$ cat config.mk
export PLATFORM = sky130hd
export DESIGN_NAME = mc14500b_sequencer
export DESIGN_NICKNAME = d
export VERILOG_FILES = /design/src/rtl/mc14500b_sequencer.sv
export SDC_FILE = /design/constraint.sdc
export NUM_CORES = 1
export LEC_CHECK = 0
export ABC_CLOCK_PERIOD_IN_PS = 2500
export BUFFER_PORTS_ARGS = -buffer_cell sky130_fd_sc_hd__buf_2
export CAP_MARGIN = 20
export CORE_MARGIN = 5
export CORE_UTILIZATION = 35
export DETAILED_ROUTE_END_ITERATION = 6
export SLEW_MARGIN = 20
export SYNTH_ARGS = -nofsm -noshare
export SYNTH_HDL_FRONTEND = slang
export SYNTH_SLANG_ARGS = --single-unit
$ cat constraint.sdc
create_clock -name clk -period 2.5 [get_ports clk]
set_input_delay 0.25 -clock clk [delete_from_list [all_inputs] [get_ports clk]]
set_output_delay 0.25 -clock clk [all_outputs]
set_load 0.005 [all_outputs]
$ cat src/rtl/mc14500b_sequencer.sv
// Instruction-side sequencer for the MC14500B ICU: program counter, return stack,
// skip tracking, halt/resume and ICU reset sequencing.
module mc14500b_sequencer #(
    parameter int unsigned ADDR_W      = 8,
    parameter int unsigned STACK_DEPTH = 4
) (
    input  logic              clk,
    input  logic              rst_n,
    input  logic              start,
    output logic [ADDR_W-1:0] mem_addr,
    input  logic [ADDR_W+3:0] mem_rdata,
    output logic [3:0]        instruction,
    output logic [ADDR_W-1:0] io_addr,
    input  logic              jmp,
    input  logic              rtn,
    input  logic              flag_o,
    input  logic              flag_f,
    input  logic              rr_out,
    output logic              icu_rst,
    output logic              halted,
    output logic              sync_o,
    output logic              stack_err
);

    localparam int unsigned SP_W  = $clog2(STACK_DEPTH + 1);
    localparam int unsigned IDX_W = (STACK_DEPTH > 1) ? $clog2(STACK_DEPTH) : 1;
    localparam logic [3:0]  OP_SKZ  = 4'hE;
    localparam logic [3:0]  OP_NOPF = 4'hF;

    typedef enum logic [1:0] {
        S_HOLD,
        S_RUN,
        S_HALT
    } state_t;

    state_t            state_q, state_d;
    logic [ADDR_W-1:0] pc_q, pc_d, pc_inc;
    logic              hold_q, hold_d;
    logic              skip_q, skip_d;
    logic              sync_d, err_d;
    logic [SP_W-1:0]   sp_q, sp_d;
    logic              push_en;
    logic [IDX_W-1:0]  push_idx, top_idx;
    logic              stack_full, stack_empty;
    logic [3:0]        opcode;
    logic [ADDR_W-1:0] operand;
    logic [ADDR_W-1:0] stack_q [STACK_DEPTH];

    assign opcode      = mem_rdata[ADDR_W+3:ADDR_W];
    assign operand     = mem_rdata[ADDR_W-1:0];
    assign pc_inc      = pc_q + ADDR_W'(1);
    assign stack_full  = (sp_q == SP_W'(STACK_DEPTH));
    assign stack_empty = (sp_q == '0);
    assign push_idx    = IDX_W'(sp_q);
    assign top_idx     = IDX_W'(sp_q - SP_W'(1));

    always_ff @(posedge clk or negedge rst_n) begin
        if (!rst_n) begin
            state_q   <= S_HOLD;
            pc_q      <= '0;
            hold_q    <= 1'b0;
            skip_q    <= 1'b0;
            sp_q      <= '0;
            sync_o    <= 1'b0;
            stack_err <= 1'b0;
            for (int unsigned i = 0; i < STACK_DEPTH; i++) begin
                stack_q[i] <= '0;
            end
        end else begin
            state_q   <= state_d;
            pc_q      <= pc_d;
            hold_q    <= hold_d;
            skip_q    <= skip_d;
            sp_q      <= sp_d;
            sync_o    <= sync_d;
            stack_err <= err_d;
            if (push_en) begin
                stack_q[push_idx] <= pc_inc;
            end
        end
    end

    always_comb begin
        state_d = state_q;
        pc_d    = pc_q;
        hold_d  = hold_q;
        skip_d  = skip_q;
        sp_d    = sp_q;
        sync_d  = 1'b0;
        err_d   = stack_err;
        push_en = 1'b0;
        case (state_q)
            S_HOLD: begin
                hold_d = 1'b1;
                if (hold_q) begin
                    hold_d  = 1'b0;
                    state_d = S_RUN;
                end
            end
            S_RUN: begin
                // A skipped word's ICU flags are stale/suppressed, so only advance.
                if (skip_q) begin
                    pc_d   = pc_inc;
                    skip_d = 1'b0;
                end else if (jmp) begin
                    pc_d = operand;
                    if (stack_full) begin
                        err_d = 1'b1;
                    end else begin
                        push_en = 1'b1;
                        sp_d    = sp_q + SP_W'(1);
                    end
                end else if (rtn) begin
                    skip_d = 1'b1;
                    if (stack_empty) begin
                        pc_d  = '0;
                        err_d = 1'b1;
                    end else begin
                        pc_d = stack_q[top_idx];
                        sp_d = sp_q - SP_W'(1);
                    end
                end else if (opcode == OP_SKZ && !rr_out) begin
                    skip_d = 1'b1;
                    pc_d   = pc_inc;
                end else if (flag_f) begin
                    pc_d    = pc_inc;
                    state_d = S_HALT;
                end else if (flag_o) begin
                    pc_d   = pc_inc;
                    sync_d = 1'b1;
                end else begin
                    pc_d = pc_inc;
                end
            end
            S_HALT: begin
                if (start) begin
                    state_d = S_RUN;
                end
            end
            default: state_d = S_HOLD;
        endcase
    end

    always_comb begin
        mem_addr    = pc_q;
        io_addr     = operand;
        icu_rst     = (state_q == S_HOLD);
        halted      = (state_q == S_HALT);
        instruction = (state_q == S_RUN) ? opcode : OP_NOPF;
    end

endmodule

**Word level (Yosys, flattened, before mapping)**

Index checks and enable logic that the tools add are counted.

- RAM bits: 0
- Latch bits: 0
- Input port bits: 20
- Memories kept: 0
- Flip-flop bits (word level): 49
- Output and inout port bits: 24
- Bits in read-only memories: 0
- Word-level logic and storage cells: 87

- Bitwise operators: 3
- Multiply operators: 0
- Shift-type cells: 0
- Eq/ne operators: 14
- Reduce and logical (&&, ||, !) cells: 10
- Multiplexer cells: 43
- Add/sub/neg operators: 3
- Magnitude comparators: 3
- Div/mod/pow operators: 0

Operator list:

| operator | count |
|---|---|
| $mux 8 | 7 |
| $bwmux 32 | 1 |
| $mux 1 | 20 |
| $bmux 8 s2 | 1 |
| $demux 8 s2 | 1 |
| $ne 2x2->1 const B | 8 |
| $mux 2 | 7 |
| $mux 3 | 4 |
| $reduce_and 5->1 | 2 |
| $add 8x1->8 const B | 1 |
| $reduce_and 7->1 | 1 |
| $ge 3x3->1 const B | 2 |
| $not 2->3 | 2 |
| $pmux 2 s3 | 1 |
| $eq 4x4->1 const B | 1 |
| $mux 4 | 1 |
| $ne 2x1->1 const B | 2 |
| $reduce_bool 2->1 | 2 |
| $add 3x1->3 const B | 1 |
| $eq 3x3->1 const B | 1 |
| $logic_not 3->1 | 1 |
| $lt 3x1->1 const B | 1 |
| $sub 3x1->3 const B | 1 |
| $eq 2x1->1 const B | 1 |
| other kinds (5) | 6 |

**Logic depth before layout (Yosys ltp)**

Gate-level depths: netlist of run 1.

- Word-level depth: 9
- Gate-level depth with buffers: 8
- Depth with buffers taken out: 6

**Worst setup path after synthesis of run 1**

Ideal clock, no wire load.

- Path kind: flip-flop to flip-flop
- Start: register sp_q[0]
- End: register pc_q[5] (netlist: mem_addr[5])
- Buffers on the path: 2
- Clock period less this slack: 1.994 ns
- Arrival time: 1.855 ns
- Required time: 2.360 ns
- Stages on the path, launching flop included: 8
- Path slack: 0.506 ns
- Setup time: 0.140 ns
- Cells stage by stage: dfrtp_1 -> buf_6 -> inv_1 -> ha_1 -> buf_1 -> mux4_2 -> a221oi_2 -> o22ai_1

- Cells in the longest elaborated chain, start to end: 9
- Elaborated cells on any way between the ends: 10
- Classes of those cells: add/sub: 1; mux: 7; bitwise: 1; reduce/logical: 1

Ends and longest elaborated chain:

| element | line | source |
|---|---|---|
| start: declaration | 41 | `logic [SP_W-1:0] sp_q, sp_d;` |
| start signal: assignment | 74 | `sp_q <= sp_d;` |
| $sub 3x1->3 | n/a |  |
| named net top_idx[0] | 43 | `logic [IDX_W-1:0] push_idx, top_idx;` |
| $not 2->3 (implied by the code) | 119 | `pc_d = stack_q[top_idx];` |
| $bmux 8 s2 | 119 |  |
| $mux 8 (implied by the code) (2 in a row) | 119 |  |
| $mux 8 | 115 | `if (stack_empty) begin` |
| $mux 8 | 113 | `end else if (rtn) begin` |
| $mux 8 | 105 | `end else if (jmp) begin` |
| $mux 8 | 102 | `if (skip_q) begin` |
| end signal: assignment | 71 | `pc_q <= pc_d;` |
| end: declaration | 37 | `logic [ADDR_W-1:0] pc_q, pc_d, pc_inc;` |

The timed path passes the listed nets, and every way through them passes these cells. The select of a mux whose other input is x is not followed.
A chain may end at the register's enable or synchronous reset.

**Final worst setup path of run 1**

- Start: register sp_q[1]
- End: register pc_q[6] (netlist: mem_addr[6])

- Cells in the longest elaborated chain, start to end: 9
- Elaborated cells on any way between the ends: 10
- Classes of those cells: add/sub: 1; mux: 7; bitwise: 1; reduce/logical: 1

Ends and longest elaborated chain:

| element | line |
|---|---|
| $sub 3x1->3 | n/a |
| $not 2->3 (implied by the code) | 119 |
| $bmux 8 s2 | 119 |
| $mux 8 (implied by the code) (2 in a row) | 119 |
| $mux 8 (*) | 115 |
| $mux 8 (*) | 113 |
| $mux 8 (*) | 105 |
| $mux 8 (*) | 102 |

Mark *: on every way between the ends. The rest lies on a longest branch, timed or not. The select of a mux whose other input is x is not followed.

==> results of run 1 <==
==> cell usage after synthesis (6+ instances only) <==
cell type	number	area share [%]
buf_2	6	1.2
buf_4	11	3.2
dfrtp_1	49	48
ha_1	6	2.9
nand2_1	43	6.3
nor2_1	12	1.7
o21ai_0	26	5.1
xnor2_1	8	2.7
==> cell usage in the layout, fill, tap and decap left out, types with 2 or more instances in the layout <==
cell and count:
o21ai_1 5, nand3_1 3, clkbuf_8 7, o22ai_1 3, nand2b_1 5, xor2_1 3, mux4_2 5, a31oi_1 2
a21oi_1 2, and3_1 2, nand4_4 2, ha_1 6, mux2_2 5, nand2_1 43, dfrtp_1 49, o21ai_2 5
inv_1 4, mux4_1 3, xnor2_1 8, buf_2 43, a221oi_2 5, nor2_1 12, a2bb2oi_1 2, o21ai_0 26
buf_4 5, nand4_1 3
==> final timing paths <==
path                            startpoint          end  slack (ns)  cells past startpoint
min in group asynchronous            rst_n    stack_err        0.50                      2
worst min register to register      hold_q       hold_q        0.47                      1
worst min-delay path                flag_f       sync_o        0.13                      2
max in group asynchronous            rst_n  stack_q[14]        1.37                      3
worst max-delay path               sp_q[1]  mem_addr[6]        0.55                      5
worst max register to register     sp_q[1]  mem_addr[6]        0.55                      5
==> per-layer routing <==
metal | vias to the layer above | share of wire [%]
li1 | 905 | -
met1 | 911 | 46
met2 | 53 | 47
met3 | 5 | 5.6
met4 | 0 | 1.2
met5 | - | 0
==> cell families (layout without fill, tap and decap cells) <==
family / Yosys count / after routing / share of synthesized area (%)
flops: 49 / 49 / 47.6
xor+xnor: 11 / 11 / 3.74
fa+ha+maj: 6 / 6 / 2.91
simple gates: 78 / 78 / 15.0
compound gates: 56 / 56 / 15.2
buf+inv: 24 / 61 / 5.97
mux: 13 / 13 / 9.62
==> power breakdown <==
group	internal (mW)	switching (mW)
Sequential	1.15	0.281
Combinational	0.784	0.955
Clock	0.251	0.265
Total	2.18	1.50
==> flip-flops by register name, indices dropped and copies added (netlist names) <==
name	flops
skip_q	1
sync_o	1
stack_q	32
mem_addr	8
state_q	2
hold_q	1
sp_q	3
stack_err	1
==> layout make-up <==
type	count	area, um2
clock inverter	1	5.00
multi-input combinational	164	1200
sequential	49	1230
clock buffer	7	96.3
inverter	4	15.0
timing repair buffer	49	263
fill	718	4290
tap	99	124
==> critical path, delay by kind of cell (launching register included) <==
kind                     cells  cell delay [ns]
AO/OA/AOI/OAI                2             0.37
adder cells (fa/ha/maj)      1             0.59
buffers and inverters        1             0.09
flip-flops                   1             0.38
multiplexers                 1             0.39
==> through the flow <==
| stage | hold WS [ns] | cells |
|---|---|---|
| 3_3_place_gp | 0.301 | 364 |
| 4_1_cts | 0.120 | 373 |
| 2_1_floorplan | -0.0456 | 237 |
| 3_5_place_dp | 0.313 | 364 |
| 5_1_grt | 0.135 | 373 |
| 6_report | 0.129 | 373 |
==> metrics.md, run 1 <==
| Metric | Value |
|---|---|
| Status | completed |
| CP Launch Type | flip-flop |
| Cell count after synthesis | 237 |
| Cell Pwr Density | 1260 nW/um2 |
| Worst relative slew slack | 58.5% |
| Antenna fix cells | 0 |
| Detail-routed via count per cell | 5.02 |
| Gp weighted congestion | 0.745 |
| Global-route wire length before repair | 9300 um |
| Post-Synthesis Cell Area | 2580 um2 |
| Port-buffer cells | 43 |
| Critical path type | reg -> reg |
| Core ar. | 7210 um2 |
| Leading register cell type out of synthesis | dfrtp_1 |
| Number of enable flip-flop cells after synthesis | 0 |
| # clock sinks | 49 |
| Final Hold Vio Count | 0 |
| Effective utilization at floorplan | 35.7% |
| Peak per-stage delay on the critical path | 0.59 ns |
| Area enclosed by the die boundary | 9180 um2 |
| Clock tree buffer depth | 2 |
| Number of rows created at floorplan | 31 |
| Clock-pin slew on the worst setup and hold paths | 0.09 ns |
| Residual DRC count | 0 |
| Post-CTS resize count | 0 |
| Number of buffers created by CTS | 5 |
| Synthesis-stage register bit count | 49 |
| Max-capacitance violation count | 0 |
| Syn Area/Cell | 10.9 um2 |
| Height of the chip | 95.8 um |
| Met2 track demand over resource in global routing | 22.1% |
| Routed via count | 1874 |
| Setup repair after global routing missed its margin | no |
| Final HPWL from detailed placement | 4250 um |
| Cell with the largest stage delay on the worst path | ha_1 |
| Category of the worst setup path capture point | flip-flop |
| WP data required | 2.67 ns |
| Proportion of synthesized flip-flops having asynchronous set or reset | 100% |
| Count of endpoints failing setup in the final report | 0 |
| Post-Synthesis Net Count | 263 |
| Leakage Power | 1.31 nW |
| Vias in the first global route | 1809 |
| End-of-flow core utilization | 40.5% |
| Layout cells sized above 1 | 29.9% |
| Final critical path time including I/O delays and setup | 1.95 ns |
| Period utilization | 78.0% |
| Worst-path cell chain | inv_1, ha_1, mux4_2, a221oi_2, o22ai_1 |
| Sequential-to-total area share from yosys stat | 47.6% |
| Die Width | 95.8 um |
| Final total power | 3.68 mW |
| Total Routing Usage GR | 13.2% |
| Fin Clk Skew | 0.00433 ns |
| Antenna violations before repair | 0 |
| Post-layout nets | 299 |
| Type of the worst min-delay path | in -> reg |
| Worst-path maximum fanout | 9 |
| CTS tree | yes |
| Largest net degree at the start of global routing | 27 |
| Post-place setup slack | 0.558 ns |
| Max frequency | 0.513 GHz |
| Fraction of met1 tracks used by global routing | 17.2% |
| VDD IR max | 0.287 mV |
| Clk Tree Root Cell | clkbuf_8 |
| Worst skew pair latency | 0.30 ns |
| Count of unique library cells instantiated by Yosys | 41 |
| Hold bufs inserted after CTS | 1 |
| Data arrival at the endpoint of the critical path | 2.12 ns |
| Layer carrying the most global-route usage | met2 |
| Placement-stage cell area | 2810 um2 |
| Number of setup buffers added after CTS | 0 |
| 1st-pass router iterations | 4 |
| Final sum of negative setup slack | 0 ns |
| Met3 layer usage reported by global route | 2.50% |
| H-tree depth reported by CTS | 2 |
| Remaining number of nets flagged by the antenna check after routing | 0 |
| Final slew viol count | 0 |
| Layout overhead on the synthesized area | 13.6% |
| Number of ports placed on the die boundary | 44 |
| Warning count from the yosys run | 0 |
| Final worst-path setup slack | 0.550 ns |
| Transition time at the pin with the least slew margin | 0.623 ns |
| Routed Wire Length | 5830 um |
| First-iteration detailed-routing DRC count | 67 |
| Post-detailed-route wirelength per cell | 15.6 um |
| Area of all placed cells without fillers | 2930 um2 |
| Global route overflow | 0 |
Power figures use the tool's default switching activity.
==> run 2: changes to the inputs <==
- ABC_CLOCK_PERIOD_IN_PS: 2500 -> 1600
- clock period: 2.5 -> 1.6 ns (I/O delays scaled with it)
==> run 2 against run 1 <==
Against the previous run: power increased by 72%; die area unchanged; clock power increased by 47%; cell area increased by 8.0%; first-iteration DRC count decreased by 6.0%; sequential power increased by 55%.
==> metrics.md, run 2 (same netlist as run 1, synthesis figures left out) <==
| Metric | Value |
|---|---|
| Final Hold Vio Count | 0 |
| Most frequent standard cell in the layout excluding fill and tap cells | dfrtp_1 |
| Number of buffers created by CTS | 5 |
| Peak per-stage delay on the critical path | 0.43 ns |
| Count of endpoints failing setup in the final report | 0 |
| Core ar. | 7210 um2 |
| Final total power | 6.35 mW |
| Post-layout nets | 322 |
| Post-route non-filler standard cell count | 396 |
| Cell Pwr Density | 2010 nW/um2 |
| Worst-path cell chain | inv_6, ha_4, mux4_2, a221oi_2, o22ai_1 |
| Global route overflow | 0 |
| Largest net degree at the start of global routing | 23 |
| Count of cells along the worst register-to-register path | 5 |
| Routed Wire Length | 5900 um |
| Data arrival at the endpoint of the critical path | 1.73 ns |
| Internal power of the cells | 3.85 mW |
| Residual DRC count | 0 |
| Worst skew pair latency | 0.31 ns |
| Clock-pin slew on the worst setup and hold paths | 0.10 ns |
| Worst Hold Slack | 0.0381 ns |
| Setup repair after global routing missed its margin | yes |
| Gp weighted congestion | 0.821 |
| Cell with the largest stage delay on the worst path | dfrtp_2 |
| Filler cell count in the final layout | 718 |
| VDD IR max | 0.597 mV |
| H-tree depth reported by CTS | 2 |
| Fin Clk Skew | 0.0129 ns |
| Clk Tree Root Cell | clkbuf_8 |
| Height of the chip | 95.8 um |
| Power dissipated by switching net loads | 2.50 mW |
| Area enclosed by the die boundary | 9180 um2 |
| Clock tree buffer depth | 2 |
| Max-capacitance violation count | 0 |
| Period utilization | 97.0% |
| Type of the worst min-delay path | in -> reg |
| Port-buffer cells | 43 |
| Gate power share | 53.1% |
| First-iteration detailed-routing DRC count | 63 |
| Number of ports placed on the die boundary | 44 |
| Number of rows created at floorplan | 31 |
| Max FFs per register | 32 |
| Commonest non-fill, non-tap cells in the layout | 48 x dfrtp_1, 43 x buf_2, 42 x nand2_1 |
| Final worst-path setup slack | 0.0484 ns |
| WP data required | 1.78 ns |
| Remaining number of nets flagged by the antenna check after routing | 0 |
| Detail-routed via count per cell | 4.80 |
| 1st-pass router iterations | 4 |
| Proportion of total power due to net switching | 39.3% |
| Antenna fix cells | 0 |
| Post-detailed-route wirelength per cell | 14.9 um |
| Vias in the first global route | 1900 |
| Max frequency | 0.645 GHz |
| Category of the worst setup path capture point | flip-flop |
| Worst-path maximum fanout | 7 |
| Layout overhead on the synthesized area | 22.6% |
| Placed Instances | 384 |
| Effective utilization at floorplan | 35.7% |
| Post-place setup slack | -0.00963 ns |
| Layout cells sized above 1 | 37.4% |
| Portion of total power attributed to sequential cells | 35.0% |
| Reg with most FFs | stack_q |
| Transition time at the pin with the least slew margin | 0.515 ns |
| Die Width | 95.8 um |
| CTS tree | yes |
| Worst relative slew slack | 65.7% |
| Final HPWL from detailed placement | 4550 um |
| Final critical path time including I/O delays and setup | 1.55 ns |
| Routed via count | 1899 |
| Antenna violations before repair | 0 |
| Final slew viol count | 0 |
| Global-route wire length before repair | 9770 um |
| # clock sinks | 49 |
| Status | completed |
| Worst hold path cell count | 2 |
| Part of the total power dissipated in the clock network | 11.9% |
| Total Routing Usage GR | 14.0% |
| CP Launch Type | flip-flop |
| Leakage Power | 1.43 nW |
| Critical path type | reg -> reg |
[run 2: changes by cell type in the layout (fill, tap and decap cells not counted), moves of 2 or more]
cell	before	now
buf_4	5	23
o21ai_1	5	7
inv_6	0	2
o21ai_0	26	24
clkbuf_8	7	5
buf_6	0	3
[run 2: stage by stage]
stage	area (um2)	setup TNS, ns	utilization [%]
after detailed placement	2980	-0.00963	41.4
after global routing	3160	-0.0208	43.8
after CTS	3100	0	42.9
final	3160	0	43.8
after floorplan	2600	-0.383	-
after global placement	2980	0	41.4
[run 2: worst paths after layout]
| kind | from | endpoint | slack, ns |
|---|---|---|---|
| max | sp_q[0] | mem_addr[7] | 0.05 |
| min reg2reg | hold_q | hold_q | 0.47 |
| max reg2reg | sp_q[0] | mem_addr[7] | 0.05 |
| max in group asynchronous | rst_n | sp_q[0] | 0.59 |
| min | flag_f | sync_o | 0.04 |
| min in group asynchronous | rst_n | stack_q[28] | 0.35 |
[run 2: final cells by class]
| class | count | area [um2] | area share, % |
|---|---|---|---|
| inverter | 4 | 20.0 | 0.634 |
| tap | 99 | 124 | 3.92 |
| timing repair buffer | 72 | 467 | 14.8 |
| multi-input combinational | 164 | 1230 | 38.9 |
| clock buffer | 5 | 68.8 | 2.18 |
| sequential | 49 | 1230 | 38.9 |
| clock inverter | 3 | 21.3 | 0.674 |
[run 2: metal layers]
layer / part of all wire [%] / GRT usage (%)
met1: 50 / 20.0
met2: 44 / 21.2
met3: 5.3 / 2.19
met4: 1.4 / 5.33
met5: 0 / 0
[run 2: what timing repair did]
item / in CTS / in global routing
hold buffers: 1 / 0
setup buffers: 0 / 3
resized for setup: 5 / 8
setup endpoints to repair: 5 / 13
hold endpoints to repair: 20 / 0
pin swaps: 0 / 2
[run 2: power groups by stage]
stage	clock network [mW]	registers (mW)	logic (mW)
after floorplan	0	2.14	2.20
after global placement	0	2.22	3.14
after detailed placement	0	2.23	3.19
after CTS	0.771	2.21	3.25
after global routing	0.820	2.30	3.73
final	0.757	2.22	3.37
[run 2: worst max-delay path, delay by kind of cell, from the launching register on]
kind | cells | cell delay [ns]
buf+inv | 1 | 0.04
flops | 1 | 0.43
mux | 1 | 0.32
fa+ha+maj | 1 | 0.31
compound gates | 2 | 0.34
